<file path="config.mk">
export PLATFORM = sky130hd
export DESIGN_NAME = ocm_s2_stream_reader
export DESIGN_NICKNAME = d
export VERILOG_FILES = /design/src/rtl/ocm_stream_pkg.sv /design/src/rtl/ocm_word_fifo.sv /design/src/rtl/ocm_s2_stream_reader.sv
export SDC_FILE = /design/constraint.sdc
export NUM_CORES = 1
export LEC_CHECK = 0
export CORE_UTILIZATION = 58
export CTS_BUF_LIST = sky130_fd_sc_hd__clkbuf_8
export CTS_CLUSTER_DIAMETER = 100
export DETAILED_ROUTE_END_ITERATION = 8
export GPL_ROUTABILITY_DRIVEN = 0
export PLACE_DENSITY = 0.8
export SETUP_SLACK_MARGIN = 0.5
export SKIP_CTS_REPAIR_TIMING = 1
export SYNTH_ARGS = -nofsm -noshare
export SYNTH_HDL_FRONTEND = slang
export SYNTH_HIERARCHICAL = 1
export SYNTH_SLANG_ARGS = --single-unit
</file>
<file path="constraint.sdc">
create_clock -name clk_clk -period 4.4 [get_ports clk_clk]
set_input_delay 1.32 -clock clk_clk [delete_from_list [all_inputs] [get_ports clk_clk]]
set_output_delay 1.32 -clock clk_clk [all_outputs]
set_load 0.01 [all_outputs]
</file>
<file path="src/rtl/ocm_stream_pkg.sv">
// Shared widths, state encoding and helpers for the on-chip-memory s2 stream reader.
package ocm_stream_pkg;

    localparam int OCM_WORD_ADDR_W = 14;
    localparam int OCM_BYTE_LEN_W  = 17;
    localparam int OCM_DATA_W      = 64;
    localparam int OCM_LANES       = 8;
    // ceil(131071/8) = 16384 needs 15 bits
    localparam int OCM_WORD_CNT_W  = OCM_BYTE_LEN_W - 2;

    typedef enum logic [1:0] {
        IDLE   = 2'd0,
        RUN    = 2'd1,
        FINISH = 2'd2
    } rd_state_t;

    function automatic logic [OCM_WORD_CNT_W-1:0] words_for_len(input logic [OCM_BYTE_LEN_W-1:0] len);
        logic [OCM_BYTE_LEN_W:0] sum;
        sum = {1'b0, len} + (OCM_BYTE_LEN_W+1)'(7);
        return sum[OCM_BYTE_LEN_W:3];
    endfunction

endpackage

</file>
<file path="src/rtl/ocm_word_fifo.sv">
// Show-ahead word FIFO between the memory read return path and the byte serialiser.
module ocm_word_fifo #(
    parameter int DEPTH = 4,
    parameter int WIDTH = 64,
    localparam int CNT_W = $clog2(DEPTH + 1),
    localparam int AW    = (DEPTH > 1) ? $clog2(DEPTH) : 1
) (
    input  logic             clk,
    input  logic             rst_n,
    input  logic             push,
    input  logic [WIDTH-1:0] wdata,
    input  logic             pop,
    output logic [WIDTH-1:0] rdata,
    output logic [CNT_W-1:0] count
);

    logic [WIDTH-1:0] mem [DEPTH];
    logic [AW-1:0]    wr_ptr;
    logic [AW-1:0]    rd_ptr;

    function automatic logic [AW-1:0] ptr_inc(input logic [AW-1:0] p);
        return (p == AW'(DEPTH - 1)) ? '0 : p + AW'(1);
    endfunction

    always_ff @(posedge clk or negedge rst_n) begin
        if (!rst_n) begin
            wr_ptr <= '0;
            rd_ptr <= '0;
            count  <= '0;
        end else begin
            if (push) wr_ptr <= ptr_inc(wr_ptr);
            if (pop)  rd_ptr <= ptr_inc(rd_ptr);
            case ({push, pop})
                2'b10:   count <= count + CNT_W'(1);
                2'b01:   count <= count - CNT_W'(1);
                default: count <= count;
            endcase
        end
    end

    always_ff @(posedge clk) begin
        if (push) mem[wr_ptr] <= wdata;
    end

    assign rdata = mem[rd_ptr];

endmodule

</file>
<file path="src/rtl/ocm_s2_stream_reader.sv">
// Drains a word-aligned region of the 64-bit s2 port into a little-endian byte stream.
//   state  | meaning
//   IDLE   | waiting for start
//   RUN    | issuing reads and emitting bytes
//   FINISH | one-cycle done pulse, then back to IDLE
module ocm_s2_stream_reader
    import ocm_stream_pkg::*;
#(
    parameter int READ_LATENCY = 1,
    parameter int FIFO_DEPTH   = 4
) (
    input  logic                       clk_clk,
    input  logic                       reset_reset_n,
    input  logic                       start,
    input  logic [OCM_WORD_ADDR_W-1:0] base_addr,
    input  logic [OCM_BYTE_LEN_W-1:0]  byte_len,
    output logic                       busy,
    output logic                       done,
    output logic [OCM_WORD_ADDR_W-1:0] mem_address,
    output logic                       mem_chipselect,
    output logic                       mem_clken,
    output logic                       mem_write,
    output logic [OCM_DATA_W-1:0]      mem_writedata,
    output logic [OCM_LANES-1:0]       mem_byteenable,
    input  logic [OCM_DATA_W-1:0]      mem_readdata,
    output logic [7:0]                 m_data,
    output logic                       m_valid,
    input  logic                       m_ready,
    output logic                       m_last
);

    localparam int CNT_W  = $clog2(FIFO_DEPTH + 1);
    localparam int OUT_W  = $clog2(FIFO_DEPTH + READ_LATENCY + 2);
    localparam int LANE_W = $clog2(OCM_LANES);

    rd_state_t                  state, state_n;
    logic                       accept;
    logic                       busy_q, done_q;

    logic [OCM_WORD_ADDR_W-1:0] ptr_q, addr_q;
    logic [OCM_WORD_CNT_W-1:0]  words_left_q;
    logic                       cs_q;
    logic [READ_LATENCY-1:0]    vld_q;
    logic [OUT_W-1:0]           vld_cnt, outstanding;
    logic                       issue;

    logic [OCM_BYTE_LEN_W-1:0]  bytes_left_q, bl_after;
    logic [OCM_DATA_W-1:0]      sh_q;
    logic [LANE_W-1:0]          lane_q;
    logic                       valid_q, last_q;
    logic                       hs, word_end, load;

    logic [OCM_DATA_W-1:0]      fifo_rdata;
    logic [CNT_W-1:0]           fifo_count;

    ocm_word_fifo #(
        .DEPTH (FIFO_DEPTH),
        .WIDTH (OCM_DATA_W)
    ) u_fifo (
        .clk   (clk_clk),
        .rst_n (reset_reset_n),
        .push  (vld_q[READ_LATENCY-1]),
        .wdata (mem_readdata),
        .pop   (load),
        .rdata (fifo_rdata),
        .count (fifo_count)
    );

    always_ff @(posedge clk_clk or negedge reset_reset_n) begin
        if (!reset_reset_n) begin
            state  <= IDLE;
            busy_q <= 1'b0;
            done_q <= 1'b0;
        end else begin
            state  <= state_n;
            busy_q <= (state_n == RUN);
            done_q <= (state_n == FINISH);
        end
    end

    always_comb begin
        state_n = state;
        accept  = 1'b0;
        case (state)
            IDLE: begin
                if (start) begin
                    accept  = 1'b1;
                    state_n = (byte_len == '0) ? FINISH : RUN;
                end
            end
            RUN:     if (hs && last_q) state_n = FINISH;
            FINISH:  state_n = IDLE;
            default: state_n = IDLE;
        endcase
    end

    // Counting the presented request and the in-flight reads keeps FIFO entries reserved.
    always_comb begin
        vld_cnt = '0;
        for (int i = 0; i < READ_LATENCY; i++) vld_cnt = vld_cnt + OUT_W'(vld_q[i]);
        outstanding = OUT_W'(fifo_count) + vld_cnt + OUT_W'(cs_q);
        issue = (state == RUN) && (words_left_q != '0) && (outstanding < OUT_W'(FIFO_DEPTH));
    end

    always_ff @(posedge clk_clk or negedge reset_reset_n) begin
        if (!reset_reset_n) begin
            ptr_q        <= '0;
            addr_q       <= '0;
            words_left_q <= '0;
            cs_q         <= 1'b0;
            vld_q        <= '0;
        end else begin
            cs_q  <= issue;
            vld_q <= (vld_q << 1) | READ_LATENCY'(cs_q);
            if (accept) begin
                ptr_q        <= base_addr;
                words_left_q <= words_for_len(byte_len);
            end else if (issue) begin
                addr_q       <= ptr_q;
                ptr_q        <= ptr_q + OCM_WORD_ADDR_W'(1);
                words_left_q <= words_left_q - OCM_WORD_CNT_W'(1);
            end
        end
    end

    always_comb begin
        hs       = valid_q & m_ready;
        bl_after = bytes_left_q - OCM_BYTE_LEN_W'(hs);
        word_end = hs & ((lane_q == LANE_W'(OCM_LANES - 1)) | (bytes_left_q == OCM_BYTE_LEN_W'(1)));
        load     = (state == RUN) & (~valid_q | word_end) & (fifo_count != '0) & (bl_after != '0);
    end

    // The shift register's low byte is the presented byte, so m_data comes straight off a flop.
    always_ff @(posedge clk_clk or negedge reset_reset_n) begin
        if (!reset_reset_n) begin
            bytes_left_q <= '0;
            sh_q         <= '0;
            lane_q       <= '0;
            valid_q      <= 1'b0;
            last_q       <= 1'b0;
        end else begin
            if (accept)  bytes_left_q <= byte_len;
            else if (hs) bytes_left_q <= bl_after;

            if (load) begin
                sh_q    <= fifo_rdata;
                lane_q  <= '0;
                valid_q <= 1'b1;
                last_q  <= (bl_after == OCM_BYTE_LEN_W'(1));
            end else if (hs) begin
                sh_q    <= sh_q >> 8;
                lane_q  <= lane_q + LANE_W'(1);
                valid_q <= ~word_end;
                last_q  <= ~word_end & (bl_after == OCM_BYTE_LEN_W'(1));
            end
        end
    end

    assign busy           = busy_q;
    assign done           = done_q;
    assign mem_address    = addr_q;
    assign mem_chipselect = cs_q;
    assign mem_clken      = busy_q;
    assign mem_write      = 1'b0;
    assign mem_writedata  = '0;
    assign mem_byteenable = '1;
    assign m_data         = sh_q[7:0];
    assign m_valid        = valid_q;
    assign m_last         = last_q;

endmodule

</file>
# Word level (Yosys, flattened, before mapping)
# Memories as Yosys holds them, arrays and structs flattened.
# Cells that the tools add are included.
[totals]
ff_bits = 142
latch_bits = 0
ram_bits = 256
mem_bits_ro = 0
in_bits = 99
out_inout_bits = 101
elab_cells = 88
n_memories = 1
[mem_list]
columns = ["name", "words", "width", "rd", "rd_clocked_by_memory_dff", "write_ports", "line", "source"]
rows = [
  ["u_fifo.mem", 4, 64, 1, 0, 1, "ocm_word_fifo.sv:17", "logic [WIDTH-1:0] mem [DEPTH];"],
]
[op_classes]
add_sub_neg = 11
n_mul = 0
n_div = 0
order_cmp = 1
eq_ne = 10
n_shift = 0
muxes = 25
bitwise = 11
n_reduce_logical = 13
[op_table]
columns = ["operator", "count"]
rows = [
  ["$mux W64", 2],
  ["$eq A17 B1 Y1 const B", 2],
  ["$mux W17", 2],
  ["$mux W15", 2],
  ["$mux W14", 2],
  ["$add A17 B3 Y18 const B", 1],
  ["$logic_not A17 Y1", 1],
  ["$reduce_bool A17 Y1", 1],
  ["$sub A17 B1 Y17", 1],
  ["$reduce_bool A15 Y1", 1],
  ["$sub A15 B1 Y15 const B", 1],
  ["$add A14 B1 Y14 const B", 1],
  ["$mux W2", 5],
  ["$eq A2 B2 Y1 const B", 4],
  ["$mux W1", 8],
  ["$reduce_bool A2 Y1", 4],
  ["$add A3 B1 Y3", 2],
  ["$add A3 B1 Y3 const B", 2],
  ["$and A1 B1 Y1", 6],
  ["$eq A2 B1 Y1 const B", 3],
  ["$mux W3", 2],
  ["$pmux W3 S2", 1],
  ["$add A2 B1 Y2 const B", 2],
  ["$pmux W2 S2", 1],
  ["9 further kinds", 14],
]

# Depth between registers and ports, before layout
[depth]
depth_word = 9
depth_mapped = 18
ltp_nobuf = 15

# Modules after synthesis
# Netlist, hierarchy kept.
[by_module_without_submodules]
columns = ["module", "instances", "cells_each", "area_per_inst_um2", "seq_area_each_um2"]
rows = [
  ["ocm_word_fifo", 1, 367, 9628.0, 7862.5],
  ["ocm_s2_stream_reader", 1, 883, 7743.7, 3378.2],
]

# Least setup slack after synthesis
# No wires, ideal clock.
[synth_path]
path_type = "in2reg"
startpoint = "in m_ready"
endpoint = "reg u_fifo.count[2]"
setup_ns = 0.125
t_arrival_ns = 4.646
required_time_ns = 4.275
path_slack_ns = -0.372
stages = 18
n_path_buf = 3
cell_sequence = "nand2_1 > inv_2 > clkbuf_1 > ha_1 > ha_1 > nor3b_1 > nand4_1 > xor2_1 > o2111a_1 > a21o_1 > buf_2 > buf_2 > inv_1 > ha_1 > fa_1 > xnor2_1 > nor2_1 > xor2_1"
[synth_via]
elab_chain_len = 8
elab_cells_between_ends = 12
cone_classes = "1 x add/sub; 2 x eq/ne; 1 x mux; 6 x bitwise; 2 x reduce/logical"
[synth_rtl]
columns = ["item", "line", "source"]
rows = [
  ["start: declaration", "ocm_s2_stream_reader.sv:28", "input logic m_ready,"],
  ["$and A1 B1 Y1 *", "ocm_s2_stream_reader.sv:127", "hs = valid_q & m_ready;"],
  ["parallel branches: the longest is 4 deep, another holds $sub A17 B1 Y17", "-", ""],
  ["$and A1 B1 Y1 *", "ocm_s2_stream_reader.sv:130", "load = (state == RUN) & (~valid_q | word_end) & (fifo_count != '0) & (bl_after != '0);"],
  ["net load", "ocm_s2_stream_reader.sv:51", "logic hs, word_end, load;"],
  ["$eq A2 B1 Y1 or $eq A2 B2 Y1 (tied branches)", "ocm_word_fifo.sv:33", "case ({push, pop})"],
  ["$pmux W3 S2 or $reduce_bool A2 Y1 (tied branches)", "-", ""],
  ["end signal: assignment", "ocm_word_fifo.sv:34", "2'b10: count <= count + CNT_W'(1);"],
  ["end signal: assignment", "ocm_word_fifo.sv:35", "2'b01: count <= count - CNT_W'(1);"],
  ["end signal: assignment", "ocm_word_fifo.sv:36", "default: count <= count;"],
  ["end: declaration", "ocm_word_fifo.sv:14", "output logic [CNT_W-1:0] count"],
]
# Mark *: on every way through the listed nets, which the timed path passes.
# A chain may end at the register's enable or synchronous reset.

# Worst setup path after layout
# Same ends and word-level chain as after synthesis.

==> reports/results.tsv <==
metric	value	unit
die_h	175	µm
yosysWarnings	6	
htreeDepth	2	
setup_viol_count_final	0	
root_buffer	clkbuf_8	
dp_hpwl	22000	µm
wl_per_cell	18.7	µm
p_total	12.5	mW
yosysSeqAreaShare	64.7	%
insertion_delay	0.61	ns
period_share	80.9	%
finalSetupTns	0	ns
drtAntennaViolNets	0	
cts_buffers	61	
max_freq	281	MHz
drtPass1Iterations	5	
drc	0	
seq_area	11200	µm²
ir_worst_vdd	0.350	mV
skew	0.0371	ns
ys_ff_latch	398	
antennaDiodeCount	0	
syn_area	17400	µm²
tightest_slew	1.09	ns
p_leak	7.89	nW
design.die.area	30600	µm²
synth_edf_count	256	
worst_setup_path_end_kind	flop	
grt_max_degree	93	
drv_slew	0	
dpl.cell_count	1720	
hold_start	mem_address[10]	
clk_pin_slew	0.05	ns
layout-drive-gt1-share	17.8	%
gr-usage-all-layers	22.9	%
critPathMaxFanout	8	
vias	10200	
rows	62	
max_slew_margin	27.2	%
nNetsFinal	1512	
final_common_cell	nand2_1	
drv_cap	0	
hold_violations	0	
multi_input_area	5500	µm²
drt_iter0_markers	839	
vias_per_cell	5.56	
boundaryPins	200	
cp-start-kind	input port	
rsz0062_at_grt	false	
cp.arrival	4.05	ns
finish.utilization	68.7	%
fillCellCount	1961	
layout_common_cells	nand2_1 (276), edfxtp_1 (256), dfrtp_1 (140)	
final_cells	1830	
hold_slack	0.480	ns
grt_pass1_wl	54800	µm
path_class	input port to flop	
p_per_area	626	nW/µm²
synth_cells	1250	
area_growth	15.1	%
io_buffers	126	
grt_pass1_vias	10200	
crit_path_start	m_ready	
synthFlopType	edfxtp_1	
die_w	175	µm
status	complete, no violations	
clkSinkCount	398	
min_period	3.56	ns
crit_required	4.89	ns
start_util	59.7	%
async_reset_ff_share	35.7	%
hold_path.class	flop to flop	
grt-ovfl-total	0	
cts_tree	built	
cts_buffer_depth	3	
ys_types	60	
r2r_start	m_valid	
antenna_found_initial	0	
routed_wl	34100	µm
core	29100	µm²
avgSynthCellArea	13.9	µm²
kinds of logic (layout without fill, tap and decap cells):
family	count (synthesis)	in the layout	share of synthesized area (%)
and+or+nand+nor	411	411	10.4
DFF	398	398	64.7
buffers and inverters	160	285	5.68
muxes	133	133	12.7
AOI/OAI and AO/OA	84	84	3.03
xor gates and xnor gates	48	48	2.42
adders and majority gates	14	14	1.05
other	2	73	0.0432
cells in the mapped netlist, drive strengths merged, types with 2 or more instances:
cell	count	share of area (%)
xor2	29	1.5
a21o	5	0.22
mux2	60	3.9
a21oi	14	0.42
nor3b	4	0.17
nand2b	4	0.14
mux2i	9	0.52
nor4	13	0.47
xnor2	19	0.96
nor2b	3	0.11
mux4	64	8.3
nor2	29	0.63
or4	10	0.45
inv	24	0.52
buf	107	4.5
nor3	14	0.43
and4	2	0.10
nand3	25	0.72
and3	6	0.22
o311ai	2	0.10
nand2	278	6.0
a31oi	3	0.11
a221oi	2	0.10
nand4	6	0.22
o21ai	40	1.2
conb	2	0.043
dfrtp	142	20
a221o	5	0.29
edfxtp	256	44
and2	7	0.25
clkbuf	29	0.63
o31ai	3	0.13
ha	13	0.94
or3	6	0.24
final timing paths:
kind	cells after the start	to	slack, ns
worst max-delay path	16	u_fifo/count[2]	0.84
worst min-delay path	2	mem_address[10]	0.48
worst max register to register	15	u_fifo/count[2]	1.26
worst min register to register	2	mem_address[10]	0.48
max in group asynchronous	2	bytes_left_q[13]	2.77
min in group asynchronous	1	ptr_q[0]	0.79
critical path, cell delays in order:
cell            delay (ns)
dlymetal6s2s_1        0.20
nand2_8               0.08
inv_6                 0.06
ha_4                  0.15
ha_4                  0.17
nor3b_2               0.21
nand4_1               0.13
xor2_1                0.23
o2111a_1              0.28
a21o_2                0.23
inv_8                 0.04
ha_4                  0.16
fa_2                  0.35
xnor2_1               0.13
nor2_1                0.12
xor2_1                0.18
area by class of cell:
| class | instances | area share, % |
|---|---|---|
| inverter | 24 | 0.513 |
| sequential | 398 | 56.2 |
| timing repair buffer | 151 | 7.33 |
| clock buffer | 68 | 4.68 |
| clock inverter | 42 | 1.34 |
| multi-input combinational | 763 | 27.5 |
| tap | 384 | 2.40 |
routing by layer:
layer / routed length [µm] / GRT usage (%) / part of all wire [%] / vias up
met3: 2010 / 3.68 / 5.9 / 61
met1: 14400 / 31.5 / 42 / 5093
li1: - / - / - / 4667
met2: 17000 / 38.2 / 50 / 356
met4: 669 / 6.41 / 2.0 / 0
met5: 0 / 0 / 0 / -
registers in the layout (all words and copies together) (netlist names):
signal	cells
busy	1
bytes_left_q	17
done	1
lane_q	3
m_last	1
m_valid	1
mem_address	14
mem_chipselect	1
ptr_q	14
sh_q	64
state	2
u_fifo/count	3
u_fifo/mem	256
u_fifo/rd_ptr	2
u_fifo/wr_ptr	2
vld_q	1
words_left_q	15
power by group:
part | internal, mW | switching (mW)
clock | 1.59 | 1.38
sequential | 5.23 | 0.710
combinational | 1.70 | 1.89
metrics by stage:
stage	worst slack [ns]	cell area, µm²
2_1_floorplan	0.393	17800
3_3_place_gp	0.0533	18800
3_5_place_dp	-0.0814	18800
4_1_cts	0.477	20000
5_1_grt	0.701	20000
6_report	0.840	20000
No activity file was read; power rests on OpenSTA's default activity.
